$ cat src/rtl/uart_cmd_wrapper.sv
// rtl/uart_cmd_wrapper.sv - UART byte stream to 16-bit command assembler plus 1-byte response transmitter
//
// Ports:
//   clk, rst                 clock, asynchronous active-high reset
//   rx_rdy, rx_data          received byte from the UART receiver
//   clr_rx_rdy               consume strobe back to the receiver (combinational)
//   cmd, cmd_rdy             assembled {high, low} command and its valid flag
//   clr_cmd_rdy              command consumed by the downstream processor
//   send_resp, resp          request to transmit a response byte
//   trmt, tx_data            start pulse and byte to the UART transmitter
//   tx_done                  transmitter finished the current byte
//   tx_busy                  a response byte is in flight or queued
module uart_cmd_wrapper #(
    parameter int TIMEOUT_CYC = 1000000,
    parameter int CNT_W       = 20
) (
    input  logic        clk,
    input  logic        rst,
    input  logic        rx_rdy,
    input  logic [7:0]  rx_data,
    output logic        clr_rx_rdy,
    output logic [15:0] cmd,
    output logic        cmd_rdy,
    input  logic        clr_cmd_rdy,
    input  logic        send_resp,
    input  logic [7:0]  resp,
    output logic        trmt,
    output logic [7:0]  tx_data,
    input  logic        tx_done,
    output logic        tx_busy
);

    typedef enum logic {RX_HIGH, RX_LOW} rx_state_t;
    typedef enum logic {TX_IDLE, TX_BUSY} tx_state_t;

    rx_state_t        rx_state, rx_state_nxt;
    logic [CNT_W-1:0] rx_cnt;
    logic [7:0]       high_byte;
    logic             capture_high, capture_low, timeout_hit;

    tx_state_t        tx_state, tx_state_nxt;
    logic             pend;
    logic [7:0]       pend_data;
    logic             load_tx, pend_set, pend_clr;
    logic [7:0]       tx_load_data;

    // Every byte presented is consumed in either RX state, so nothing stalls the receiver.
    assign clr_rx_rdy  = rx_rdy & ((rx_state == RX_HIGH) || (rx_state == RX_LOW));
    assign timeout_hit = (rx_cnt == CNT_W'(TIMEOUT_CYC - 1));
    assign tx_busy     = (tx_state == TX_BUSY);

    always_comb begin
        rx_state_nxt = rx_state;
        capture_high = 1'b0;
        capture_low  = 1'b0;
        case (rx_state)
            RX_HIGH: begin
                if (rx_rdy) begin
                    capture_high = 1'b1;
                    rx_state_nxt = RX_LOW;
                end
            end
            RX_LOW: begin
                // A byte arriving on the timeout cycle still completes the command.
                if (rx_rdy) begin
                    capture_low  = 1'b1;
                    rx_state_nxt = RX_HIGH;
                end else if (timeout_hit) begin
                    rx_state_nxt = RX_HIGH;
                end
            end
            default: rx_state_nxt = RX_HIGH;
        endcase
    end

    always_ff @(posedge clk or posedge rst) begin
        if (rst) begin
            rx_state  <= RX_HIGH;
            rx_cnt    <= '0;
            high_byte <= 8'h00;
            cmd       <= 16'h0000;
            cmd_rdy   <= 1'b0;
        end else begin
            rx_state <= rx_state_nxt;
            if (capture_high) begin
                high_byte <= rx_data;
                rx_cnt    <= '0;
            end else if (rx_state == RX_LOW) begin
                rx_cnt <= rx_cnt + CNT_W'(1);
            end
            if (capture_low) begin
                cmd <= {high_byte, rx_data};
            end
            // A completed command beats a consume in the same cycle; a fresh high byte
            // abandons any command nobody picked up.
            if (capture_low) begin
                cmd_rdy <= 1'b1;
            end else if (capture_high || clr_cmd_rdy) begin
                cmd_rdy <= 1'b0;
            end
        end
    end

    always_comb begin
        tx_state_nxt = tx_state;
        load_tx      = 1'b0;
        tx_load_data = resp;
        pend_set     = 1'b0;
        pend_clr     = 1'b0;
        case (tx_state)
            TX_IDLE: begin
                if (send_resp) begin
                    load_tx      = 1'b1;
                    tx_state_nxt = TX_BUSY;
                end
            end
            TX_BUSY: begin
                if (tx_done) begin
                    // A response arriving with tx_done is newer than anything pending.
                    if (send_resp) begin
                        load_tx  = 1'b1;
                        pend_clr = 1'b1;
                    end else if (pend) begin
                        load_tx      = 1'b1;
                        tx_load_data = pend_data;
                        pend_clr     = 1'b1;
                    end else begin
                        tx_state_nxt = TX_IDLE;
                    end
                end else if (send_resp) begin
                    pend_set = 1'b1;
                end
            end
            default: tx_state_nxt = TX_IDLE;
        endcase
    end

    always_ff @(posedge clk or posedge rst) begin
        if (rst) begin
            tx_state  <= TX_IDLE;
            trmt      <= 1'b0;
            tx_data   <= 8'h00;
            pend      <= 1'b0;
            pend_data <= 8'h00;
        end else begin
            tx_state <= tx_state_nxt;
            trmt     <= load_tx;
            if (load_tx) begin
                tx_data <= tx_load_data;
            end
            if (pend_set) begin
                pend      <= 1'b1;
                pend_data <= resp;
            end else if (pend_clr) begin
                pend <= 1'b0;
            end
        end
    end

endmodule
$ cat config.mk
export PLATFORM = sky130hd
export DESIGN_NAME = uart_cmd_wrapper
export DESIGN_NICKNAME = d
export VERILOG_FILES = /design/src/rtl/uart_cmd_wrapper.sv
export SDC_FILE = /design/constraint.sdc
export NUM_CORES = 1
export LEC_CHECK = 0
export CAP_MARGIN = 20
export CELL_PAD_IN_SITES_DETAIL_PLACEMENT = 1
export CELL_PAD_IN_SITES_GLOBAL_PLACEMENT = 2
export CORE_MARGIN = 2
export CORE_UTILIZATION = 32
export DETAILED_ROUTE_END_ITERATION = 12
export PLACE_DENSITY_LB_ADDON = 0.1
export RECOVER_POWER = 25
export SYNTH_ARGS = -nofsm -noshare
export SYNTH_HDL_FRONTEND = slang
export SYNTH_SLANG_ARGS = --single-unit
export TNS_END_PERCENT = 1
$ cat constraint.sdc
create_clock -name clk -period 1.8 [get_ports clk]
set_input_delay 0.27 -clock clk [delete_from_list [all_inputs] [get_ports clk]]
set_output_delay 0.27 -clock clk [all_outputs]
set_load 0.005 [all_outputs]
==> run metrics, run 1 <==
final setup fails 0; area leader, netlist dfrtp_1; final core utilization 43.0%; initial antenna violation count 0; worst skew pair latency 0.34 ns; Total Power 4050 µW; status finished clean; Yosys cell types 39; # nets final 308; RSZ-0062 raised after global routing no; FF-to-FF Start rx_cnt[0]; layout cells sized above 1 21.0%; worst-margin pin slew 0.900 ns; Placer Congestion 0.724; Peak VDD IR 0.544 mV; routed via count 1,954; Design Area, Final 0.00371 mm²; port buffer count 49; vias per cell 4.91; slowest stage delay, CP 0.56 ns; compound-gate portion of the synthesized area 5.79%; Worst Hold Launch cmd_rdy; crit path max fanout 5; Worst-path clk slew 0.07 ns; Max H-tree Level 3; Cell Pwr Density 1090 mW/mm²; Pleak 0.00162 µW; Slew Limit Fails 0; Synth Area in Adders 0.442%; ys async rst share 100%; CP top delay family buffers and inverters; critical path type input pin to primary output; Seq/Total Area, Yosys 57.4%; Cells after Synth 224; Antenna Diode Count 0; slowest CP cell clkdlybuf4s50_1; Startpoint Class input pin; initial DRC count 36; Routed WL 6010 µm; post-synthesis register bit count 65; vias in the first global route 2,088; Yosys warnings 0; crit path from rx_rdy; MaxCap Viol Count 0; Die Ht 98.1 µm; setup TNS 0 ns; CTS tree done; pin count of the biggest net entering global routing 66; crit path time final 1.63 ns; Layout area overhead 31.1%; Buf+Inv Stages, Crit Path 2; Root Buffer clkbuf_8; Rows 34; total CTS buffers 9; Core ar. 0.00864 mm²; first-pass GRT wire length 10,500 µm; all-layer global routing usage 13.9%; fmax 613 MHz; Hold WS 0.486 ns; CP dominant cell by count clkdlybuf4s50_1; grt total ovfl 0; cts repair resizes 0; IO Count 50; postcts setup bufs 0; Synth Area in XOR/XNOR 0.309%; most used flip-flop cell after synthesis dfrtp_1; Final Cycle Share 90.6%; share of the synthesized area in the top cell type 57.4%; Cell Area, Synth 0.00283 mm²; Hold Buf Count CTS 0; Post-DP HPWL 4160 µm; die width 98.1 µm; cell area after placement 0.00352 mm²; Clock Path Buffers 2; largest family of logic cells by synthesized area multiplexers; Required @ worst endpoint 1.53 ns; total die area 0.00962 mm²; Critical Path End Type primary output; Initial Util 32.8%; Min-Delay Path Class register to register; Arr. time, crit path 1.36 ns; # DRC 0; synth top area cells dfrtp_1 (57%), mux2_2 (11%), mux2i_1 (6.7%); relative slew slack 40.0%; post-synthesis mux area share 19.8%; syn nets 247; Fill cells 938; clock sink count 65; Synth Area in Simple Gates 14.3%; Setup Skew 0.0115 ns; CP Cell Sequence clkdlybuf4s50_1 -> clkdlybuf4s50_1; post-route ant nets 0; DRT Pass-1 Iters 2; Routed wire per std cell 15.1 µm; Post-synth EDFFs 0; count of final hold-check violations 0; synthesized area per cell 12.6 µm²
## power breakdown
part | internal, µW | switching (µW)
Clock | 679 | 586
Sequential | 1740 | 164
Combinational | 575 | 315
## cell usage after synthesis, drive strengths merged (3+ instances only)
cell and count:
o21ai 4, o31ai 3, mux2i 19, nand3 8, nor2 12, dfrtp 65
buf 7, nand4 5, nor4 5, o211ai 3, a21oi 13, mux2 33
nand2 23, nand2b 4
## registers in the layout, indices dropped and copies added, names as in the netlist
signal     count
high_byte      8
cmd           16
rx_cnt        20
rx_state       1
cmd_rdy        1
tx_data        8
trmt           1
pend_data      8
pend           1
tx_busy        1
## logic make-up after synthesis
group / Yosys count
DFF: 65
muxes: 52
buffers and inverters: 10
adders and majority gates: 1
AOI/OAI and AO/OA: 27
and+or+nand+nor: 68
xor gates and xnor gates: 1
## final cells by class
type	instances	area [µm²]	area share [%]
clock buffers	10	138	3.71
clock inverters	6	67.6	1.82
inverters	2	11.3	0.303
multi-input cells	149	1150	31.0
flip-flops and latches	65	1630	43.8
well taps	108	135	3.64
repair buffers	58	583	15.7
## through the flow
stage          worst slack (ns)  cells
3_5_place_dp              0.101    382
2_1_floorplan             0.340    224
4_1_cts                   0.159    398
3_3_place_gp              0.129    382
5_1_grt                   0.104    398
6_report                  0.170    398
## path summary, 6_finish.rpt
kind | cells past startpoint | to | slack (ns)
min in group asynchronous | 3 | high_byte[1] | 0.72
worst max register to register | 5 | rx_cnt[12] | 0.22
max in group asynchronous | 3 | tx_data[7] | 0.50
worst max-delay path | 2 | clr_rx_rdy | 0.17
worst min-delay path | 2 | cmd_rdy | 0.49
worst min register to register | 2 | cmd_rdy | 0.49
## routing by layer
layer  vias to the layer above  GRT usage, %  wire (µm)
met5                         -             0          0
met1                       981          17.8       2680
met2                        36          21.7       2900
li1                        930             -          -
met3                         7          4.87        336
met4                         0          5.13         95
## placed cells by master, fill, tap and decap left out, types with 4 or more instances in the layout
cell type / netlist / final
mux2_1: 5 / 5
mux2i_1: 19 / 19
o21ai_0: 4 / 4
dfrtp_1: 65 / 65
nand3_1: 7 / 7
a21oi_1: 13 / 13
nand2b_1: 4 / 4
nand2_1: 22 / 22
mux2_2: 28 / 28
nor4_1: 4 / 4
clkbuf_8: 0 / 10
buf_4: 1 / 6
clkdlybuf4s50_1: 0 / 48
nor2_1: 11 / 11
Note: power is estimated with default switching activity, not from simulation.
==> run 2: changes to the inputs <==
--- a/config.mk
+++ b/config.mk
@@ -11,3 +11,3 @@
 export CORE_MARGIN = 2
-export CORE_UTILIZATION = 32
+export CORE_UTILIZATION = 35
 export DETAILED_ROUTE_END_ITERATION = 12
==> constraint.sdc (replaced) <==
create_clock -name clk -period 1.55 [get_ports clk]
set_input_delay 0.2325 -clock clk [delete_from_list [all_inputs] [get_ports clk]]
set_output_delay 0.2325 -clock clk [all_outputs]
set_load 0.02 [all_outputs]
==> run metrics, run 2 (synthesis gave the netlist of run 1 again) <==
Pleak 0.00182 µW (was 0.00162 µW); Die Ht 94.0 µm (was 98.1 µm); total CTS buffers 9 (unchanged); CP top delay family buffers and inverters (unchanged); Critical Path End Type primary output (unchanged); max reg flops 20 (unchanged); Clock Path Buffers 2 (unchanged); Reg2Reg Setup Slack 0.09 ns (was 0.22 ns); initial antenna violation count 0 (unchanged); Placer Congestion 0.704 (was 0.724); Cell Pwr Density 1220 mW/mm² (was 1090 mW/mm²); Root Buffer clkbuf_8 (unchanged); Sw Pwr 1450 µW (was 1060 µW); CTS tree done (unchanged); Final Non-Filler Cells 407 (was 398); Critical Path Stages 1 (was 2); port buffer count 49 (unchanged); Arr. time, crit path 1.25 ns (was 1.36 ns); grt total ovfl 0 (unchanged); fmax 675 MHz; total die area 0.00883 mm² (was 0.00962 mm²); slowest stage delay, CP 0.59 ns (was 0.56 ns); FF-to-FF Start rx_cnt[0] (unchanged); crit path time final 1.48 ns; most common cell after layout, fill and taps aside dfrtp_1 (unchanged); final core utilization 49.4% (was 43.0%); Slew Limit Fails 0 (unchanged); relative slew slack 64.4% (was 40.0%); Hold Buf Count CTS 0 (unchanged); Min-Delay Path Class input pin to async pin (was register to register); Required @ worst endpoint 1.32 ns (was 1.53 ns); Rows 32 (was 34); Clock power frac 27.1% (was 31.2%); Seq pwr share 47.0% (was 46.9%); status finished clean (unchanged); IO Count 50 (unchanged); Layout area overhead 35.6% (was 31.1%); pin count of the biggest net entering global routing 25 (was 66); Setup Skew 0.00784 ns (was 0.0115 ns); vias per cell 4.94 (was 4.91); worst skew pair latency 0.34 ns (about the same); # DRC 0 (unchanged); Core ar. 0.00777 mm² (was 0.00864 mm²); clock sink count 65 (unchanged); MaxCap Viol Count 0 (unchanged); Initial Util 36.5% (was 32.8%); Final Cycle Share 95.6%; Peak VDD IR 0.635 mV (was 0.544 mV); routed via count 2,011 (was 1,954); slowest CP cell clkdlybuf4s50_1 (unchanged); Startpoint Class register (was input pin); die width 94.0 µm (was 98.1 µm); vias in the first global route 2,197 (was 2,088); critical path type register to primary output (was input pin to primary output); Routed WL 6080 µm (was 6010 µm); most frequent cells in the layout dfrtp_1 (63), mux2_2 (28), nand2_1 (22), clkdlybuf4s50_1 (21), mux2i_1 (19) (was dfrtp_1 (65), clkdlybuf4s50_1 (48), mux2_2 (28), nand2_1 (22), mux2i_1 (19)); final setup fails 0 (unchanged); Routed wire per std cell 14.9 µm (was 15.1 µm); reg-to-reg critical path endpoint rx_cnt[12] (unchanged); # nets final 323 (was 308); number of instances in the placed design 391 (was 382); CP Cell Sequence clkdlybuf4s50_1 (was clkdlybuf4s50_1 -> clkdlybuf4s50_1); Design Area, Final 0.00384 mm² (was 0.00371 mm²); switching part of the total 30.9% (was 26.3%); DRT Pass-1 Iters 4 (was 2); Top reg by flops rx_cnt (unchanged); count of final hold-check violations 0 (unchanged); cell internal pwr 3250 µW (was 2990 µW); Post-DP HPWL 4340 µm (was 4160 µm); Worst-path clk slew 0.07 ns (about the same); crit path max fanout 1 (was 5); Buf+Inv Stages, Crit Path 1 (was 2); all-layer global routing usage 15.8% (was 13.9%); Antenna Diode Count 0 (unchanged); first-pass GRT wire length 10,800 µm (was 10,500 µm); post-route ant nets 0 (unchanged); postcts setup bufs 0 (unchanged); Top Registers rx_cnt x20, cmd x16 (unchanged); cells on worst reg2reg path 5 (unchanged); layout cells sized above 1 25.2% (was 21.0%); RSZ-0062 raised after global routing yes (was no); initial DRC count 33 (was 36); Max H-tree Level 3 (unchanged); Comb pwr share 25.8% (was 21.9%); cell area after placement 0.00369 mm² (was 0.00352 mm²); worst-margin pin slew 0.532 ns (was 0.900 ns)
## run 2: metrics by stage
step           setup slack (ns)  TNS, ns  hold slack, ns  power [µW]
2_1_floorplan            0.0904        0           0.323        2910
3_3_place_gp            -0.0551  -0.0574           0.472        3570
3_5_place_dp            -0.0544   -0.414           0.480        3610
4_1_cts               0.0000683        0           0.213        4810
5_1_grt                 -0.0332  -0.0690           0.366        4990
6_report                 0.0675        0           0.354        4700
## run 2: per-layer routing
layer / vias to the layer above / global-route usage, % / share of wire [%]
met3: 8 / 3.69 / 4.1
met5: - / 0 / 0
met4: 0 / 6.16 / 1.4
met2: 43 / 25.4 / 47
met1: 998 / 20.8 / 47
li1: 962 / - / -
## run 2: how the worst max path moves through the flow
stage / slack [ns] / endpoint / from
2_1_floorplan: 0.09 / rx_cnt[12] / rx_cnt[0]
3_3_place_gp: -0.06 / clr_rx_rdy / rx_rdy
3_5_place_dp: -0.05 / clr_rx_rdy / rx_rdy
4_1_cts: 0.00007 / cmd[13] / cmd[13]
5_1_grt: -0.03 / rx_cnt[12] / rx_cnt[0]
6_report: 0.07 / trmt / trmt
## run 2: layout make-up
type	instances	area, µm²
inverter	2	8.76
clock inverter	4	28.8
multi-input combinational	149	1170
clock buffer	12	145
fill	837	3930
tap	102	128
sequential	65	1630
timing repair buffer	73	733
## run 2: power by group through the flow
stage                     logic, µW  registers [µW]  clock network [µW]
final                          1210            2210                1280
after global routing           1320            2270                1400
after CTS                      1270            2220                1320
after detailed placement       1350            2260                   0
after global placement         1340            2240                   0
after floorplan                 450            2460                   0
## run 2: repair_timing
action	CTS	global route
resized for setup	16	14
pin swaps	1	1
endpoints found under the setup margin	17	18
